<file path="config.mk">
export PLATFORM = sky130hd
export DESIGN_NAME = i2c_target_flat
export DESIGN_NICKNAME = d
export VERILOG_FILES = /design/src/rtl/i2c_pkg.sv /design/src/rtl/i2c_target_if.sv /design/src/rtl/i2c_bus_sync.sv /design/src/rtl/i2c_target.sv /design/src/flat_wrapper.sv
export SDC_FILE = /design/constraint.sdc
export NUM_CORES = 1
export LEC_CHECK = 0
export CORE_ASPECT_RATIO = 1.4
export CORE_MARGIN = 8
export CORE_UTILIZATION = 40
export DETAILED_ROUTE_END_ITERATION = 7
export GPL_TIMING_DRIVEN = 0
export SYNTH_ARGS = -nofsm -noshare
export SYNTH_HDL_FRONTEND = slang
export SYNTH_SLANG_ARGS = --single-unit
export TNS_END_PERCENT = 30
</file>
<file path="constraint.sdc">
create_clock -name clk -period 5.6 [get_ports clk]
set_clock_uncertainty 0.05 [all_clocks]
set_input_delay 1.68 -clock clk [delete_from_list [all_inputs] [get_ports clk]]
set_output_delay 1.68 -clock clk [all_outputs]
set_load 0.02 [all_outputs]
</file>
<file path="src/rtl/i2c_pkg.sv">
// i2c_pkg: state encoding and constants shared by the I2C target and controller.
package i2c_pkg;
    localparam int ADDR_W = 7;
    localparam logic RW_WRITE = 1'b0;
    localparam logic RW_READ = 1'b1;
    typedef enum logic [2:0] {
        ST_IDLE,
        ST_ADDR,
        ST_ADDR_ACK,
        ST_WR_DATA,
        ST_WR_ACK,
        ST_RD_DATA,
        ST_RD_ACK,
        ST_IGNORE
    } i2c_state_e;
endpackage

</file>
<file path="src/rtl/i2c_target_if.sv">
// i2c_target_if: I2C pins plus the byte strobe interface to local register logic.
interface i2c_target_if;
    logic       scl_in;
    logic       sda_in;
    logic       sda_oe;
    logic [7:0] rx_data;
    logic       rx_valid;
    logic [7:0] tx_data;
    logic       tx_req;
    logic       busy;
    logic       start_det;
    logic       stop_det;
    modport slave (
        input  scl_in, sda_in, tx_data,
        output sda_oe, rx_data, rx_valid, tx_req, busy, start_det, stop_det
    );
    modport master (
        output scl_in, sda_in, tx_data,
        input  sda_oe, rx_data, rx_valid, tx_req, busy, start_det, stop_det
    );
endinterface

</file>
<file path="src/rtl/i2c_bus_sync.sv">
// i2c_bus_sync: synchronises SCL/SDA and flags SCL edges plus START/STOP conditions.
module i2c_bus_sync #(
    parameter int SYNC_STAGES = 2
) (
    input  logic clk,
    input  logic rst_n,
    input  logic scl_in,
    input  logic sda_in,
    output logic scl_s,
    output logic sda_s,
    output logic scl_rise,
    output logic scl_fall,
    output logic start_det,
    output logic stop_det
);
    logic [SYNC_STAGES-1:0] scl_sync_q, scl_sync_d, sda_sync_q, sda_sync_d;
    logic scl_hist_q, sda_hist_q;
    always_comb begin
        scl_sync_d = {scl_sync_q[SYNC_STAGES-2:0], scl_in};
        sda_sync_d = {sda_sync_q[SYNC_STAGES-2:0], sda_in};
    end
    // Idle bus level is high, so resetting to 1 avoids a false edge after reset.
    always_ff @(posedge clk or negedge rst_n) begin
        if (!rst_n) begin
            scl_sync_q <= '1;
            sda_sync_q <= '1;
            scl_hist_q <= 1'b1;
            sda_hist_q <= 1'b1;
        end else begin
            scl_sync_q <= scl_sync_d;
            sda_sync_q <= sda_sync_d;
            scl_hist_q <= scl_s;
            sda_hist_q <= sda_s;
        end
    end
    assign scl_s     = scl_sync_q[SYNC_STAGES-1];
    assign sda_s     = sda_sync_q[SYNC_STAGES-1];
    assign scl_rise  = scl_s & ~scl_hist_q;
    assign scl_fall  = ~scl_s & scl_hist_q;
    assign start_det = scl_s & ~sda_s & sda_hist_q;
    assign stop_det  = scl_s & sda_s & ~sda_hist_q;
endmodule

</file>
<file path="src/rtl/i2c_target.sv">
// i2c_target: 7-bit addressed I2C responder moving bytes over rx/tx strobes.
// Open-drain SDA only; SCL is never driven or stretched.
module i2c_target
    import i2c_pkg::*;
#(
    parameter logic [ADDR_W-1:0] ADDR = 7'h50,
    parameter int SYNC_STAGES = 2
) (
    input logic clk,
    input logic rst_n,
    i2c_target_if.slave bus
);
    logic scl_s, sda_s, scl_rise, scl_fall, start, stop, sample, tx_load;
    i2c_state_e state_q, state_d;
    logic [2:0] bit_cnt_q, bit_cnt_d;
    logic [7:0] shift_q, shift_d, rx_data_q, rx_data_d;
    logic rw_q, rw_d, sda_oe_q, sda_oe_d, busy_q, busy_d, rx_valid_q, rx_valid_d;

    i2c_bus_sync #(.SYNC_STAGES(SYNC_STAGES)) u_sync (
        .clk(clk), .rst_n(rst_n), .scl_in(bus.scl_in), .sda_in(bus.sda_in),
        .scl_s(scl_s), .sda_s(sda_s), .scl_rise(scl_rise), .scl_fall(scl_fall),
        .start_det(start), .stop_det(stop)
    );

    assign sample = scl_rise & scl_s;

    always_ff @(posedge clk or negedge rst_n) begin
        if (!rst_n) begin
            state_q    <= ST_IDLE;
            bit_cnt_q  <= 3'd7;
            shift_q    <= 8'h00;
            rx_data_q  <= 8'h00;
            rw_q       <= RW_WRITE;
            sda_oe_q   <= 1'b0;
            busy_q     <= 1'b0;
            rx_valid_q <= 1'b0;
        end else begin
            state_q    <= state_d;
            bit_cnt_q  <= bit_cnt_d;
            shift_q    <= shift_d;
            rx_data_q  <= rx_data_d;
            rw_q       <= rw_d;
            sda_oe_q   <= sda_oe_d;
            busy_q     <= busy_d;
            rx_valid_q <= rx_valid_d;
        end
    end

    always_comb begin
        state_d    = state_q;
        bit_cnt_d  = bit_cnt_q;
        shift_d    = shift_q;
        rx_data_d  = rx_data_q;
        rw_d       = rw_q;
        sda_oe_d   = sda_oe_q;
        busy_d     = busy_q;
        rx_valid_d = 1'b0;
        if (stop) begin
            state_d  = ST_IDLE;
            sda_oe_d = 1'b0;
            busy_d   = 1'b0;
        end else if (start) begin
            state_d   = ST_ADDR;
            bit_cnt_d = 3'd7;
            sda_oe_d  = 1'b0;
        end else if (tx_load) begin
            state_d   = ST_RD_DATA;
            shift_d   = bus.tx_data;
            bit_cnt_d = 3'd7;
            sda_oe_d  = ~bus.tx_data[7];
        end else begin
            case (state_q)
                ST_ADDR: if (sample) begin
                    shift_d   = {shift_q[6:0], sda_s};
                    bit_cnt_d = bit_cnt_q - 3'd1;
                    if (bit_cnt_q == 3'd0) begin
                        rw_d    = sda_s;
                        state_d = (shift_q[6:0] == ADDR) ? ST_ADDR_ACK : ST_IGNORE;
                        busy_d  = (shift_q[6:0] == ADDR) ? busy_q : 1'b0;
                    end
                end
                // The ack phase uses sda_oe_q itself to tell the first fall from the second.
                ST_ADDR_ACK, ST_WR_ACK: if (scl_fall) begin
                    sda_oe_d  = ~sda_oe_q;
                    busy_d    = 1'b1;
                    state_d   = sda_oe_q ? ST_WR_DATA : state_q;
                    bit_cnt_d = 3'd7;
                end
                ST_WR_DATA: if (sample) begin
                    shift_d   = {shift_q[6:0], sda_s};
                    bit_cnt_d = bit_cnt_q - 3'd1;
                    if (bit_cnt_q == 3'd0) begin
                        rx_data_d  = {shift_q[6:0], sda_s};
                        rx_valid_d = 1'b1;
                        state_d    = ST_WR_ACK;
                    end
                end
                ST_RD_DATA: if (scl_fall) begin
                    shift_d   = {shift_q[6:0], 1'b0};
                    sda_oe_d  = (bit_cnt_q == 3'd0) ? 1'b0 : ~shift_q[6];
                    bit_cnt_d = bit_cnt_q - 3'd1;
                    state_d   = (bit_cnt_q == 3'd0) ? ST_RD_ACK : ST_RD_DATA;
                end
                ST_RD_ACK: if (sample && sda_s) begin
                    state_d = ST_IGNORE;
                    busy_d  = 1'b0;
                end
                default: ;
            endcase
        end
    end

    // A read byte is fetched on the fall that ends an address ACK (read) or a controller ACK.
    always_comb begin
        tx_load = scl_fall & ~start & ~stop &
                  ((state_q == ST_ADDR_ACK && sda_oe_q && rw_q == RW_READ) || state_q == ST_RD_ACK);
    end

    assign bus.sda_oe    = sda_oe_q;
    assign bus.rx_data   = rx_data_q;
    assign bus.rx_valid  = rx_valid_q;
    assign bus.tx_req    = tx_load;
    assign bus.busy      = busy_q;
    assign bus.start_det = start;
    assign bus.stop_det  = stop;
endmodule

</file>
<file path="src/flat_wrapper.sv">
// flat-port wrapper written by rule: the top's interface ports become plain ports
module i2c_target_flat import i2c_pkg::*;
#(
    parameter logic [ADDR_W-1:0] ADDR = 7'h50,
    parameter int SYNC_STAGES = 2
)
  (clk, rst_n, bus_scl_in, bus_sda_in, bus_tx_data, bus_sda_oe, bus_rx_data, bus_rx_valid, bus_tx_req, bus_busy, bus_start_det, bus_stop_det);
  i2c_target_if bus_i ();
  input logic clk;
  input logic rst_n;
  input wire logic [$bits(bus_i.scl_in)-1:0] bus_scl_in;
  input wire logic [$bits(bus_i.sda_in)-1:0] bus_sda_in;
  input wire logic [$bits(bus_i.tx_data)-1:0] bus_tx_data;
  output wire logic [$bits(bus_i.sda_oe)-1:0] bus_sda_oe;
  output wire logic [$bits(bus_i.rx_data)-1:0] bus_rx_data;
  output wire logic [$bits(bus_i.rx_valid)-1:0] bus_rx_valid;
  output wire logic [$bits(bus_i.tx_req)-1:0] bus_tx_req;
  output wire logic [$bits(bus_i.busy)-1:0] bus_busy;
  output wire logic [$bits(bus_i.start_det)-1:0] bus_start_det;
  output wire logic [$bits(bus_i.stop_det)-1:0] bus_stop_det;
  assign bus_i.scl_in = bus_scl_in;
  assign bus_i.sda_in = bus_sda_in;
  assign bus_i.tx_data = bus_tx_data;
  assign bus_sda_oe = bus_i.sda_oe;
  assign bus_rx_data = bus_i.rx_data;
  assign bus_rx_valid = bus_i.rx_valid;
  assign bus_tx_req = bus_i.tx_req;
  assign bus_busy = bus_i.busy;
  assign bus_start_det = bus_i.start_det;
  assign bus_stop_det = bus_i.stop_det;
  i2c_target #(.ADDR(ADDR), .SYNC_STAGES(SYNC_STAGES)) u_core (.clk(clk), .rst_n(rst_n), .bus(bus_i));
endmodule
</file>
==> run metrics <==
vias=about 1.4k; all-layer global routing usage=between 10% and 20%; setup TNS=0 ns; Initial Utilization=40.6%; RSZ-0062 raised after global routing=no; Lkg Pwr=0.925 nW; outcome=finished, final reports clean; CTS Hold Bufs=0; number of vias per cell=around 5.7; Residual DRC=0; area of the die=approximately 6600 um^2; CTS tree=built; post-DP HPWL=3.21 mm; initial DRC count=82; share of post-route cells with drive strength above 1=20.4%; area grow syn2layout=26.1%; asr flop ratio synth=between 90% and 100%; largest net degree at the start of global routing=22; WL/cell=17.2 um; WHS=0.303 ns; final worst-path cycle share=roughly 74%; worst-case clock buffer depth=2; clock sink count=31; TritonCTS Buffers=5; ys flop type=dfrtp_1; worst setup path category=reg -> out; Critical Path AT=between 2 and 2.5 ns; die width=70.7 um; Resized cells post-CTS=0; RePlAce Congestion=between 0.8 and 0.9; synthesized area=~1700 um^2; initial antenna violation count=0; Ant. Diodes=0; nets=209; yosys warns=0; # fillers=~400; remaining antenna violation count after routing=0; startpoint types=flop; Worst-Margin Slew=between 0.6 and 0.7 ns; first-pass GRT wire length=7.16 mm; Post-CTS Setup Bufs=0; max-cap violation count=0; CP Data Required Time=approximately 3.9 ns; total gr overflow=0; commonest non-fill, non-tap cells in the layout=clkdlybuf4s50_1 (25), nand2_1 (22), dfrtp_1 (22); CTS clk-pin slew, worst paths=roughly 0.07 ns; Final Setup Violations=0; Fin. Hold Viols=0; Die Ht=around 93 um; Worst Hold Depth=0; final instance area=2120 um^2; CTS root buf=clkbuf_8; Pre-Repair DR Iteration Count=4; minimum clock period=approximately 4.2 ns; Pwr Density=roughly 450 nW/um^2; I/O Buffers=25; register area share after synthesis=between 40 and 50%; HP Class=reg -> reg; post-synthesis cell type count=52; IO Count=26; slew margin rel.=between 50% and 60%; H-tree depth=2; post-placement cell area=2010 um^2; Setup crit end kind=output pin; pins over their slew limit=0; routed wire length=between 4 and 5 mm; FF-to-FF path depth=7; vias in the first global route=1487; Placeable Area=4130 um^2; EDFF count, synth=0; Clk Latency, worst-skew pair=~0.28 ns; fmax=between 0.2 and 0.25 GHz; Post-Syn Instances=roughly 160; Peak supply drop=between 0.0002 and 0.00025 V; Syn Area/Cell=about 10 um^2; register bit total from synthesis=31; syn_nets=176; Cell Rows=28; leading cell type in the layout, fill and taps excluded=clkdlybuf4s50_1; Crit Path Max Fanout=10
per-stage QoR:
step                      utilization [%]  cells  total power [mW]  setup slack, ns
after floorplan                         -    162             0.639             2.56
after global placement               48.0    232             0.766             1.75
after detailed placement             48.7    233             0.768             1.72
after CTS                            51.2    241             0.969             1.40
after global routing                 51.2    241              1.03             1.24
final                                51.2    241             0.960             1.43
final timing paths:
| check | startpoint | endpoint | slack [ns] |
|---|---|---|---|
| max | u_core.u_sync.scl_hist_q$_DFF_PN1_ | bus_tx_req | 1.43 |
| max in group asynchronous | rst_n | u_core.u_sync.sda_sync_q[0]$_DFF_PN1_ | 3.16 |
| max reg2reg | u_core.u_sync.scl_sync_q[1]$_DFF_PN1_ | u_core.state_q[0]$_DFFE_PN0P_ | 3.31 |
| min in group asynchronous | rst_n | u_core.state_q[1]$_DFFE_PN0P_ | 1.75 |
| min reg2reg | u_core.u_sync.sda_sync_q[0]$_DFF_PN1_ | u_core.u_sync.sda_sync_q[1]$_DFF_PN1_ | 0.30 |
| min | u_core.u_sync.sda_sync_q[0]$_DFF_PN1_ | u_core.u_sync.sda_sync_q[1]$_DFF_PN1_ | 0.30 |
routing by layer:
layer  global-route usage [%]  share of wire, %
met5                        0                 0
met4                     8.54               4.1
met3                     3.35               4.6
met2                     23.2                51
met1                     15.2                41
state kept, by name, summed over array words and instances (netlist names):
register / count
u_core.rw_q: 1
u_core.shift_q: 7
u_core.bus.rx_data: 8
u_core.state_q: 3
u_core.bus.sda_oe: 1
u_core.u_sync.scl_hist_q: 1
u_core.bus.rx_valid: 1
u_core.bus.busy: 1
u_core.bit_cnt_q: 3
u_core.u_sync.scl_sync_q: 2
u_core.u_sync.sda_hist_q: 1
u_core.u_sync.sda_sync_q: 2
report_power, final:
part	total [mW]	switching, mW	leakage, nW	internal (mW)
Combinational	0.408	0.226	0.510	0.182
Clock	0.195	0.0833	0.0505	0.112
Sequential	0.357	0.0648	0.364	0.292
cell usage after synthesis, types with 2 or more instances:
master / n / area [um^2]
nor3b_1: 3 / 22.5
dfstp_2: 9 / 236
mux2_2: 10 / 113
a31oi_1: 9 / 56.3
and2_1: 4 / 25.0
dfrtp_1: 22 / 551
inv_1: 4 / 15.0
nor2_1: 9 / 33.8
nand2_1: 22 / 82.6
o21bai_1: 2 / 15.0
nor2b_1: 3 / 18.8
nor4bb_1: 2 / 20.0
ha_1: 2 / 25.0
a21oi_1: 11 / 55.1
o21ai_0: 5 / 25.0
nor3_1: 2 / 10.0
a21o_1: 2 / 15.0
nand2b_1: 5 / 31.3
a21boi_0: 2 / 15.0
buf_2: 2 / 10.0
cell families (layout without fill, tap and decap cells):
logic type                 after synthesis  count (layout)  synth area share, %
DFF                                     31              31                 46.9
xor gates and xnor gates                 1               1                0.522
buffers and inverters                   10              44                 2.68
adders and majority gates                3               3                 2.09
muxes                                   10              10                 6.71
AOI/OAI and AO/OA                       44              44                 18.6
and+or+nand+nor                         63              63                 22.4
final cells by class:
cell class,instances,area (um^2),area share (%)
multi-input cells,121,846,40.0
flip-flops and latches,31,787,37.2
repair buffers,26,278,13.1
clock buffers,7,96.3,4.55
well taps,45,56.3,2.66
plain buffers,5,26.3,1.24
inverters,5,18.8,0.887
clock inverters,1,7.51,0.355
critical path, cell delays in order (launching register included):
cell and delay, ns:
dfstp_2 0.60, nor4bb_4 0.32, nand2_1 0.32, clkinv_1 0.27, clkdlybuf4s50_1 0.65
(Power assumes the default switching activity.)
